$ cat src/rtl/multicycle_control_unit.sv
// ---------------------------------------------------------------------------
// multicycle_control_unit
//
// Finite-state control for the multicycle ARM-subset datapath. Each
// instruction is sequenced through FETCH / DECODE / address-or-execute /
// memory / writeback so that one memory port and one ALU can be shared.
// Also holds the NZCV flag register and the condition result latched in
// DECODE, and optionally stretches memory states until MemReady.
//
// Parameters
//   MEM_HANDSHAKE : 1 = FETCH/MEMREAD/MEMWRITE hold until MemReady,
//                   0 = memory is single-cycle, MemReady ignored.
//   COND_EN       : 1 = ARM condition field evaluated, 0 = always execute.
//
// Ports
//   CLK, RST_N            clock, asynchronous active-low reset
//   Cond, Op, Funct, Rd   instruction fields from IR
//   ALUFlags              {N,Z,C,V} from the ALU this cycle
//   MemReady              memory finished its access this cycle
//   PCWrite, IRWrite,
//   RegWrite, MemWrite,
//   MemReq                datapath strobes (all low while in reset)
//   AdrSrc, ResultSrc,
//   ALUSrcA, ALUSrcB,
//   ALUControl, ImmSrc,
//   RegSrc                datapath mux selects / ALU operation
//   Flags                 registered NZCV
//   State                 current state encoding (debug)
// ---------------------------------------------------------------------------
module multicycle_control_unit #(
  parameter bit MEM_HANDSHAKE = 1'b0,
  parameter bit COND_EN       = 1'b1
) (
  input  logic       CLK,
  input  logic       RST_N,
  input  logic [3:0] Cond,
  input  logic [1:0] Op,
  input  logic [5:0] Funct,
  input  logic [3:0] Rd,
  input  logic [3:0] ALUFlags,
  input  logic       MemReady,
  output logic       PCWrite,
  output logic       AdrSrc,
  output logic       MemReq,
  output logic       MemWrite,
  output logic       IRWrite,
  output logic       RegWrite,
  output logic [1:0] ResultSrc,
  output logic       ALUSrcA,
  output logic [1:0] ALUSrcB,
  output logic [1:0] ALUControl,
  output logic [1:0] ImmSrc,
  output logic [1:0] RegSrc,
  output logic [3:0] Flags,
  output logic [3:0] State
);

  typedef enum logic [3:0] {
    S_FETCH    = 4'd0,
    S_DECODE   = 4'd1,
    S_MEMADR   = 4'd2,
    S_MEMREAD  = 4'd3,
    S_MEMWB    = 4'd4,
    S_MEMWRITE = 4'd5,
    S_EXECUTER = 4'd6,
    S_EXECUTEI = 4'd7,
    S_ALUWB    = 4'd8,
    S_BRANCH   = 4'd9
  } state_t;

  typedef enum logic [1:0] {
    ALU_ADD = 2'b00,
    ALU_SUB = 2'b01,
    ALU_AND = 2'b10,
    ALU_ORR = 2'b11
  } alu_t;

  state_t     state;
  logic [3:0] flags;
  logic       cond_ex_r;

  logic       ready;
  logic       flag_n, flag_z, flag_c, flag_v;
  logic       cond_raw;
  logic       cond_ex;
  alu_t       alu_dec;
  logic       cmd_known;

  logic       adr_src;
  logic       alu_src_a;
  logic [1:0] alu_src_b;
  logic [1:0] result_src;
  logic       alu_op;
  logic       reg_w;
  logic       mem_w;
  logic       mem_req;
  logic       branch;
  logic       fetch;
  logic       pcs;

  // Without the handshake every memory access completes in its own cycle.
  assign ready = MEM_HANDSHAKE ? MemReady : 1'b1;

  // ---------------------------------------------------------------------
  // Condition evaluation against the registered flags.
  // ---------------------------------------------------------------------
  assign {flag_n, flag_z, flag_c, flag_v} = flags;

  always_comb begin
    // NOTE: every always_comb output gets a default first so that no path
    // leaves it unassigned, which would otherwise infer a latch.
    cond_raw = 1'b0;
    case (Cond)
      4'b0000: cond_raw = flag_z;                          // EQ
      4'b0001: cond_raw = ~flag_z;                         // NE
      4'b0010: cond_raw = flag_c;                          // CS
      4'b0011: cond_raw = ~flag_c;                         // CC
      4'b0100: cond_raw = flag_n;                          // MI
      4'b0101: cond_raw = ~flag_n;                         // PL
      4'b0110: cond_raw = flag_v;                          // VS
      4'b0111: cond_raw = ~flag_v;                         // VC
      4'b1000: cond_raw = flag_c & ~flag_z;                // HI
      4'b1001: cond_raw = ~flag_c | flag_z;                // LS
      4'b1010: cond_raw = (flag_n == flag_v);              // GE
      4'b1011: cond_raw = (flag_n != flag_v);              // LT
      4'b1100: cond_raw = ~flag_z & (flag_n == flag_v);    // GT
      4'b1101: cond_raw = flag_z | (flag_n != flag_v);     // LE
      4'b1110: cond_raw = 1'b1;                            // AL
      default: cond_raw = 1'b0;                            // 1111: never
    endcase
  end

  assign cond_ex = COND_EN ? cond_raw : 1'b1;

  // ---------------------------------------------------------------------
  // Data-processing command decode. Unknown commands run as ADD but are
  // not allowed to write back.
  // ---------------------------------------------------------------------
  always_comb begin
    alu_dec   = ALU_ADD;
    cmd_known = 1'b1;
    case (Funct[4:1])
      4'b0100: alu_dec = ALU_ADD;
      4'b0010: alu_dec = ALU_SUB;
      4'b0000: alu_dec = ALU_AND;
      4'b1100: alu_dec = ALU_ORR;
      default: cmd_known = 1'b0;
    endcase
  end

  // ---------------------------------------------------------------------
  // State, flags and latched condition.
  // ---------------------------------------------------------------------
  always_ff @(posedge CLK or negedge RST_N) begin
    if (!RST_N) begin
      state     <= S_FETCH;
      flags     <= 4'b0000;
      cond_ex_r <= 1'b0;
    end else begin
      // NOTE: sequential state uses non-blocking assignments so every
      // register samples pre-edge values regardless of statement order.
      case (state)
        S_FETCH: if (ready) state <= S_DECODE;
        S_DECODE: begin
          cond_ex_r <= cond_ex;
          case (Op)
            2'b00:   state <= Funct[5] ? S_EXECUTEI : S_EXECUTER;
            2'b01:   state <= S_MEMADR;
            2'b10:   state <= S_BRANCH;
            default: state <= S_FETCH;   // undefined opcode
          endcase
        end
        S_MEMADR:   state <= Funct[0] ? S_MEMREAD : S_MEMWRITE;
        S_MEMREAD:  if (ready) state <= S_MEMWB;
        S_MEMWRITE: if (ready) state <= S_FETCH;
        S_EXECUTER, S_EXECUTEI: begin
          state <= S_ALUWB;
          if (Funct[0] && cond_ex_r) begin
            flags[3:2] <= ALUFlags[3:2];
            // Logical ops leave carry and overflow alone.
            if (alu_dec == ALU_ADD || alu_dec == ALU_SUB)
              flags[1:0] <= ALUFlags[1:0];
          end
        end
        default: state <= S_FETCH;     // MEMWB, ALUWB, BRANCH, unused codes
      endcase
    end
  end

  // ---------------------------------------------------------------------
  // Moore output decode.
  // ---------------------------------------------------------------------
  always_comb begin
    adr_src    = 1'b0;
    alu_src_a  = 1'b0;
    alu_src_b  = 2'b00;
    result_src = 2'b00;
    alu_op     = 1'b0;
    reg_w      = 1'b0;
    mem_w      = 1'b0;
    mem_req    = 1'b0;
    branch     = 1'b0;
    fetch      = 1'b0;
    case (state)
      S_FETCH: begin
        mem_req    = 1'b1;
        alu_src_a  = 1'b1;
        alu_src_b  = 2'b10;
        result_src = 2'b10;
        fetch      = 1'b1;
      end
      S_DECODE: begin
        alu_src_a  = 1'b1;
        alu_src_b  = 2'b10;
        result_src = 2'b10;
      end
      S_MEMADR: alu_src_b = 2'b01;
      S_MEMREAD: begin
        adr_src = 1'b1;
        mem_req = 1'b1;
      end
      S_MEMWB: begin
        result_src = 2'b01;
        reg_w      = 1'b1;
      end
      S_MEMWRITE: begin
        adr_src = 1'b1;
        mem_req = 1'b1;
        mem_w   = 1'b1;
      end
      S_EXECUTER: alu_op = 1'b1;
      S_EXECUTEI: begin
        alu_src_b = 2'b01;
        alu_op    = 1'b1;
      end
      S_ALUWB: reg_w = cmd_known;
      S_BRANCH: begin
        alu_src_b  = 2'b01;
        result_src = 2'b10;
        branch     = 1'b1;
      end
      default: ;
    endcase
  end

  assign pcs = branch | (reg_w & (Rd == 4'd15));

  assign AdrSrc     = adr_src;
  assign ALUSrcA    = alu_src_a;
  assign ALUSrcB    = alu_src_b;
  assign ResultSrc  = result_src;
  assign ALUControl = alu_op ? alu_dec : ALU_ADD;
  assign ImmSrc     = Op;
  assign RegSrc     = {Op == 2'b01, Op == 2'b10};
  assign Flags      = flags;
  assign State      = state;

  // Strobes are masked by RST_N directly: the reset state is FETCH, whose
  // request/load strobes must not reach the datapath until reset releases.
  assign MemReq   = RST_N & mem_req;
  assign IRWrite  = RST_N & fetch & ready;
  assign PCWrite  = RST_N & ((fetch & ready) | (pcs & cond_ex_r));
  assign RegWrite = RST_N & reg_w & cond_ex_r;
  assign MemWrite = RST_N & mem_w & cond_ex_r;

endmodule

$ cat config.mk
export PLATFORM = sky130hd
export DESIGN_NAME = multicycle_control_unit
export DESIGN_NICKNAME = d
export VERILOG_FILES = /design/src/rtl/multicycle_control_unit.sv
export SDC_FILE = /design/constraint.sdc
export NUM_CORES = 1
export LEC_CHECK = 0
export BUFFER_PORTS_ARGS = -buffer_cell sky130_fd_sc_hd__buf_2
export CORE_MARGIN = 3
export CORE_UTILIZATION = 48
export CTS_CLUSTER_DIAMETER = 40
export DETAILED_ROUTE_END_ITERATION = 10
export PLACE_DENSITY = 0.81
export SLEW_MARGIN = 5
export SYNTH_ARGS = -nofsm -noshare
export SYNTH_HDL_FRONTEND = slang
export SYNTH_SLANG_ARGS = --single-unit
$ cat constraint.sdc
create_clock -name CLK -period 2.48 [get_ports CLK]
set_input_delay 0.372 -clock CLK [delete_from_list [all_inputs] [get_ports CLK]]
set_output_delay 0.372 -clock CLK [all_outputs]
set_load 0.03 [all_outputs]
==> impl_metrics.ini, run 1 <==
[outcome]
outcome = completed

[grt]
grt_use_total = 0.199
grt_pass1_wl_um = 3950
grt_overflow = 0
first_global_vias = 882
grt_max_degree = 17
antenna_found_initial = 0

[pwr]
total_power_uw = 1330
power-per-cell-area_nw_per_um2 = 1150
ir_drop_mv = 0.866
power.leakage_uw = 0.000595

[die]
core_um2 = 1780
io_pins = 48
die_y_um = 50.1
rows = 15
dieArea_um2 = 2510
initial_utilization = 0.524
dieWidth_um = 50.1

[cells_and_area]
drive_gt1_frac = 0.400
num-nets-final = 179
mostFrequentLayoutCells = buf_2 (46), nand2_1 (11), nor2_1 (10)
antennaDiodeCount = 0
final_common_cell = buf_2
area_growth_pct = 24.7
fillers = 159
utilization = 0.653

[setup_path]
cp-start-kind = input pin
crit_fanout = 13
max_stage_delay_ns = 0.53
crit_slowest_cell = dlygate4sd3_1
arrival_ns = 1.80
critPathRequiredTime_ns = 2.11
cpMostUsedCell = buf_2
cp-end-kind = primary output
crit_type = in2out
path_cells = dlygate4sd3_1 > buf_2 > nand2_1 > a21oi_1 > a32o_1 > buf_2

[drt]
wl_um = 2280
avgViaCountPerCell = 5.36
wl_per_cell_um = 12.7
ant_nets = 0
dr.first_iter.drc_count = 21
drc = 0
firstDrtPassIters = 4
route.vias.total = 964

[sta]
timing.setup.tns_ns = 0
setup-violations-final = 0
max_freq_ghz = 0.460
holdWs_ns = 0.347
tightest_slew_ns = 0.530
grt_setup_unrepaired = no
finalCritPeriodShare = 0.876
min_period_ns = 2.17
final.setup_skew_ns = 0.00270
slew_violations = 0
hold_viol = 0
relSlewSlack = 0.647

[clocking]
clkSinkCount = 9
cts_tree = built
clkLatencyLatePin_ns = 0.26
clock_path_buffers = 2
cts_resized = 0
h-tree-depth = 1
cts_root_buf = clkbuf_4
path_clk_slew_ns = 0.06
numCtsBuffers = 3

[place]
io_buffer_count = 46
hpwl_um = 1780
gp_congestion = 0.825

[synth]
synth_cell_type_count = 43
synth.yosys.seq_area_share = 0.241
syn_area_um2 = 933
synth_seq_cells = 9
synthFlopType = dfrtp_1
synth_warnings = 0
ys_async_sr_fraction = 1.00
syn_area_per_cell_um2 = 8.19
synth_edf_count = 0
postSynthCellCount = 114
syn_nets = 137

[worst_hold_path]
hold_path_class = in2reg

[flow_run]
max_cap_viol_count = 0
-- cells in the mapped netlist, types with 2 or more instances --
cell type / count / area [um2]
and2b_2: 2 / 17.5
nor3_1: 5 / 25.0
o21ai_0: 5 / 25.0
buf_4: 5 / 37.5
o31ai_1: 2 / 15.0
dfrtp_1: 9 / 225
nor2_1: 10 / 37.5
nor2b_1: 5 / 31.3
nand2b_1: 5 / 31.3
or2b_1: 2 / 15.0
inv_1: 4 / 15.0
o32ai_1: 2 / 17.5
nand3_1: 2 / 10.0
nand2_1: 11 / 41.3
a21boi_0: 3 / 22.5
buf_2: 3 / 15.0
or3b_1: 2 / 17.5
xnor2_1: 2 / 17.5
mux2_4: 2 / 30.0
a21oi_1: 4 / 20.0
and2_1: 2 / 12.5
nand3b_1: 3 / 22.5
mux2_2: 4 / 45.0
-- state kept, by name, indices dropped and copies added (netlist names) --
name / cells
State: 4
Flags: 4
cond_ex_r: 1
-- worst paths after layout --
kind,cells past startpoint,start,slack (ns),end
worst max-delay path,6,RST_N,0.31,PCWrite
worst min-delay path,2,ALUFlags[1],0.35,Flags[1]
worst max register to register,4,State[1],0.86,cond_ex_r
worst min register to register,1,Flags[1],0.62,Flags[1]
max in group asynchronous,2,RST_N,1.74,State[3]
min in group asynchronous,2,RST_N,0.53,State[0]
-- layout make-up --
type,instances,area [um2],share of cell area
Multi-Input combinational cell,91,626,0.538
Inverter,4,15.0,0.0129
Sequential cell,9,225,0.194
Tap cell,25,31.3,0.0269
Timing Repair Buffer,47,240,0.206
Clock buffer,4,26.3,0.0226
-- critical path: cells and delay by family --
family | cells | cell delay, ns
AO/OA/AOI/OAI | 2 | 0.30
buffers and inverters | 3 | 0.99
AND/OR/NAND/NOR | 1 | 0.13
-- layer usage --
metal	global-route usage	share of wire	up-vias
met5	0	0	-
met2	0.322	0.48	33
li1	-	-	486
met4	0.0415	0.0022	0
met1	0.262	0.44	443
met3	0.0574	0.072	2
-- metrics by stage --
step	area (um2)	cells	setup WS (ns)
after floorplan	933	114	0.101
after global placement	1130	175	0.651
after detailed placement	1130	175	0.635
after CTS	1160	180	0.302
after global routing	1160	180	0.192
final	1160	180	0.307
-- power breakdown --
group	switching (uW)	leakage, uW	internal (uW)	total [uW]
registers	164	0.000114	206	371
logic	518	0.000466	335	853
clock network	48.0	0.0000150	61.8	110
total	730	0.000595	603	1330
-- cell families after synthesis --
| group | Yosys count | share of synthesized area |
|---|---|---|
| muxes | 6 | 0.0804 |
| and+or+nand+nor | 58 | 0.389 |
| AOI/OAI and AO/OA | 25 | 0.182 |
| buffers and inverters | 14 | 0.0885 |
| DFF | 9 | 0.241 |
| xor gates and xnor gates | 2 | 0.0188 |
-- what timing repair did --
action,4_1_cts,5_1_grt
hold buffers,1,0
buffers inserted,0,0
hold endpoints to repair,9,0
No activity file was read; power rests on OpenSTA's default activity.
==> inputs of run 2 (changes only) <==
Settings changed: CORE_ASPECT_RATIO set to 1.75, CORE_UTILIZATION 48 to 40, PLACE_DENSITY 0.81 to 0.86.
Clock period 2.48 ns to 1.7 ns, I/O delays scaled along.
==> impl_metrics.ini, run 2 (synthesized netlist as in run 1, its figures left out) <==
[outcome]
outcome = finished with violations
violations = setup timing

[setup_path]
cp-start-kind = register
timing.rr.end = cond_ex_r
critPathRequiredTime_ns = 1.44
cp-end-kind = primary output
ff2ff_path_depth = 6
max_stage_delay_ns = 0.44
arrival_ns = 1.49
critPathTopFamily = flip-flops
cpMostUsedCell = buf_4
crit_slowest_cell = dfrtp_2
crit_type = reg2out
r2r_slack_ns = 0.09
crit_buf_inv = 2
path_cells = buf_4 > xnor2_2 > nor3_4 > a21o_1 > buf_4
reg2reg_from = State[1]
crit_fanout = 7

[drt]
avgViaCountPerCell = 5.49
route.vias.total = 1070
wl_um = 2990
firstDrtPassIters = 4
wl_per_cell_um = 15.3
drc = 0
dr.first_iter.drc_count = 13
ant_nets = 0

[cells_and_area]
drive_gt1_frac = 0.561
mostFrequentLayoutCells = buf_2 (36), buf_4 (19), nand2_1 (9)
num-nets-final = 195
area_growth_pct = 52.5
antennaDiodeCount = 0
final_common_cell = buf_2

[clocking]
clkLatencyLatePin_ns = 0.26
h-tree-depth = 1
numCtsBuffers = 3
clock_path_buffers = 2
cts_tree = built
path_clk_slew_ns = 0.06
clkSinkCount = 9
cts_root_buf = clkbuf_4

[place]
hpwl_um = 2100
io_buffer_count = 46
gp_congestion = 0.819
place_ws_ns = 0.176

[die]
dieArea_um2 = 2970
dieWidth_um = 42.5
core_um2 = 2150
rows = 22
die_y_um = 69.9
io_pins = 48
initial_utilization = 0.435

[pwr]
total_power_uw = 2530
power-per-cell-area_nw_per_um2 = 1770
ir_drop_mv = 1.37
power.leakage_uw = 0.000699

[sta]
final.setup_skew_ns = 0.00328
timing.setup.tns_ns = -0.119
slew_violations = 0
relSlewSlack = 0.712
min_period_ns = 1.75
hold_viol = 0
setup_ws_ns = -0.0480
setup-violations-final = 3
grt_setup_unrepaired = yes
tightest_slew_ns = 0.428
max_freq_ghz = 0.572
finalCritPeriodShare = 1.03

[grt]
grt_pass1_wl_um = 4820
grt_max_degree = 12
first_global_vias = 1082
grt_use_total = 0.206
antenna_found_initial = 0
grt_overflow = 0

[worst_hold_path]
hold_path_class = in2reg
hold_path_depth = 2
hold_start = ALUFlags[0]
worstHoldEndpoint = Flags[0]

[flow_run]
max_cap_viol_count = 0
## run 2: changes by cell type in the layout (fill, tap and decap cells not counted), sizes merged
cell	before	now
dlygate4sd3	1	2
buf	46	59
clkbuf	4	6
## run 2: power by group
| group | internal, uW | switching [uW] | total, uW | leakage (uW) |
|---|---|---|---|---|
| registers | 311 | 159 | 469 | 0.000109 |
| logic | 833 | 1050 | 1890 | 0.000575 |
| clock network | 90.7 | 78.5 | 169 | 0.0000150 |
| total | 1230 | 1290 | 2530 | 0.000699 |
## run 2: stage by stage
step / cell area, um2 / hold WS [ns] / utilization / std cells
2_1_floorplan: 1010 / -0.0406 / - / 114
5_1_grt: 1420 / 0.208 / 0.663 / 195
3_3_place_gp: 1230 / 0.0751 / 0.573 / 180
4_1_cts: 1370 / 0.215 / 0.639 / 195
3_5_place_dp: 1230 / 0.0791 / 0.573 / 180
6_report: 1420 / 0.224 / 0.663 / 195
## run 2: timing repair
action                                  CTS  global route
pin swaps                                 2             0
buffers inserted                          9             0
hold buffers                              2             0
endpoints found under the hold margin     9             0
endpoints found under the setup margin    6            12
gates resized for setup                   8            19
## run 2: layer usage
metal  GRT usage  vias up  routed length, um
met1       0.205      504               1000
met5           0        -                  0
li1            -      521                  -
met2       0.402       39               1780
met3      0.0258        6                142
met4      0.0865        0                 59
## run 2: final cells by class
cell class	count	area, um2
Tap cell	24	30.0
Inverter	4	15.0
Timing Repair Buffer	63	403
Multi-Input combinational cell	91	719
Clock buffer	4	26.3
Fill cell	173	723
Sequential cell	9	230
## run 2: worst max path at each step
stage	start	end	cells after the start
3_5_place_dp	State[1]	PCWrite	5
3_3_place_gp	State[1]	PCWrite	5
4_1_cts	State[2]	ALUSrcB[0]	5
2_1_floorplan	State[3]	MemReq	4
6_report	State[2]	MemReq	5
5_1_grt	State[2]	MemReq	5
## run 2: worst register-to-register path, delay by kind of cell (launching register included)
| kind | cells | cell delay (ns) |
|---|---|---|
| flip-flops | 1 | 0.45 |
| AO/OA/AOI/OAI | 3 | 0.45 |
| AND/OR/NAND/NOR | 1 | 0.29 |
| buffers and inverters | 2 | 0.28 |
==> inputs of run 3 (changes only) <==
Settings changed: RECOVER_POWER set to 50.
==> impl_metrics.ini, run 3 (synthesized netlist as in run 1, its figures left out) <==
[outcome]
outcome = finished with violations
violations = setup timing

[setup_path]
cpMostUsedCell = buf_4
crit_fanout = 7
ff2ff_path_depth = 6
cp-start-kind = register
crit_type = reg2out
arrival_ns = 1.49
r2r_slack_ns = 0.09
max_stage_delay_ns = 0.44
path_cells = buf_4 > xnor2_2 > nor3_4 > a21o_1 > buf_4
critPathRequiredTime_ns = 1.44
timing.rr.end = cond_ex_r
crit_slowest_cell = dfrtp_2
cp-end-kind = primary output
reg2reg_from = State[1]

[sta]
holdWs_ns = 0.221
timing.setup.tns_ns = -0.121
max_freq_ghz = 0.572
setup_ws_ns = -0.0483
hold_viol = 0
grt_setup_unrepaired = yes
min_period_ns = 1.75
tightest_slew_ns = 0.428
relSlewSlack = 0.712
slew_violations = 0
final.setup_skew_ns = 0.00165
setup-violations-final = 3
finalCritPeriodShare = 1.03

[worst_hold_path]
hold_path_depth = 2
hold_start = ALUFlags[0]
worstHoldEndpoint = Flags[0]
hold_path_class = in2reg

[die]
die_y_um = 69.9
dieWidth_um = 42.5
initial_utilization = 0.435
dieArea_um2 = 2970
core_um2 = 2150
rows = 22
io_pins = 48

[cells_and_area]
area_growth_pct = 51.6
mostFrequentLayoutCells = buf_2 (32), buf_4 (18), nand2_1 (9)
num-nets-final = 195
utilization = 0.659
antennaDiodeCount = 0
fillers = 176
final_common_cell = buf_2
drive_gt1_frac = 0.532

[drt]
route.vias.total = 1067
firstDrtPassIters = 4
wl_um = 2990
wl_per_cell_um = 15.3
avgViaCountPerCell = 5.47
dr.first_iter.drc_count = 15
drc = 0
ant_nets = 0

[grt]
grt_use_total = 0.206
grt_max_degree = 12
grt_pass1_wl_um = 4820
grt_overflow = 0
first_global_vias = 1082
antenna_found_initial = 0

[pwr]
power-per-cell-area_nw_per_um2 = 1780
power.leakage_uw = 0.000683
ir_drop_mv = 1.37
total_power_uw = 2530

[clocking]
cts_tree = built
h-tree-depth = 1
cts_root_buf = clkbuf_4
clkLatencyLatePin_ns = 0.26
clkSinkCount = 9
numCtsBuffers = 3
clock_path_buffers = 2
path_clk_slew_ns = 0.06

[flow_run]
max_cap_viol_count = 0

[place]
hpwl_um = 2100
io_buffer_count = 46
gp_congestion = 0.819
-- run 3: stage by stage --
stage,instance area [um2],std cells,setup WS (ns)
detailed placement,1230,180,0.176
global route,1420,195,-0.0959
finish,1420,195,-0.0483
global placement,1230,180,0.189
CTS,1370,195,-0.0292
floorplan,1010,114,-0.0155
-- run 3: worst max-delay path, delay by kind of cell, from the launching register on --
| family | cells | cell delay, ns |
|---|---|---|
| and+or+nand+nor | 1 | 0.15 |
| buffers and inverters | 2 | 0.34 |
| AOI/OAI and AO/OA | 1 | 0.14 |
| DFF | 1 | 0.44 |
| xor gates and xnor gates | 1 | 0.15 |
-- run 3: worst max-delay path by stage --
| stage | from | endpoint | slack [ns] | cells after the start |
|---|---|---|---|---|
| finish | State[2] | MemReq | -0.05 | 5 |
| CTS | State[2] | ALUSrcB[0] | -0.03 | 5 |
| detailed placement | State[1] | PCWrite | 0.18 | 5 |
| global placement | State[1] | PCWrite | 0.19 | 5 |
| floorplan | State[3] | MemReq | -0.02 | 4 |
| global route | State[2] | MemReq | -0.1 | 5 |
-- run 3: per-layer routing --
metal / vias to the layer above / track usage / part of all wire
li1: 522 / - / -
met1: 503 / 0.205 / 0.34
met2: 38 / 0.402 / 0.61
met3: 4 / 0.0258 / 0.046
met4: 0 / 0.0865 / 0.010
met5: - / 0 / 0
-- run 3: area by class of cell --
| cell class | instances | area [um2] | area share |
|---|---|---|---|
| flip-flops and latches | 9 | 230 | 0.163 |
| well taps | 24 | 30.0 | 0.0212 |
| multi-input cells | 91 | 719 | 0.508 |
| inverters | 4 | 15.0 | 0.0106 |
| repair buffers | 63 | 394 | 0.279 |
| clock buffers | 4 | 26.3 | 0.0186 |
-- run 3: where the power goes --
group	internal (uW)	switching, uW
Sequential	311	158
Clock	90.8	80.2
Combinational	831	1050
Total	1230	1290
-- run 3: what timing repair did --
item                       CTS  global route
hold endpoints to repair     9             0
resized for setup            8            19
pin swaps                    2             0
setup buffers                9             0
setup endpoints to repair    6            12
hold buffers                 2             0
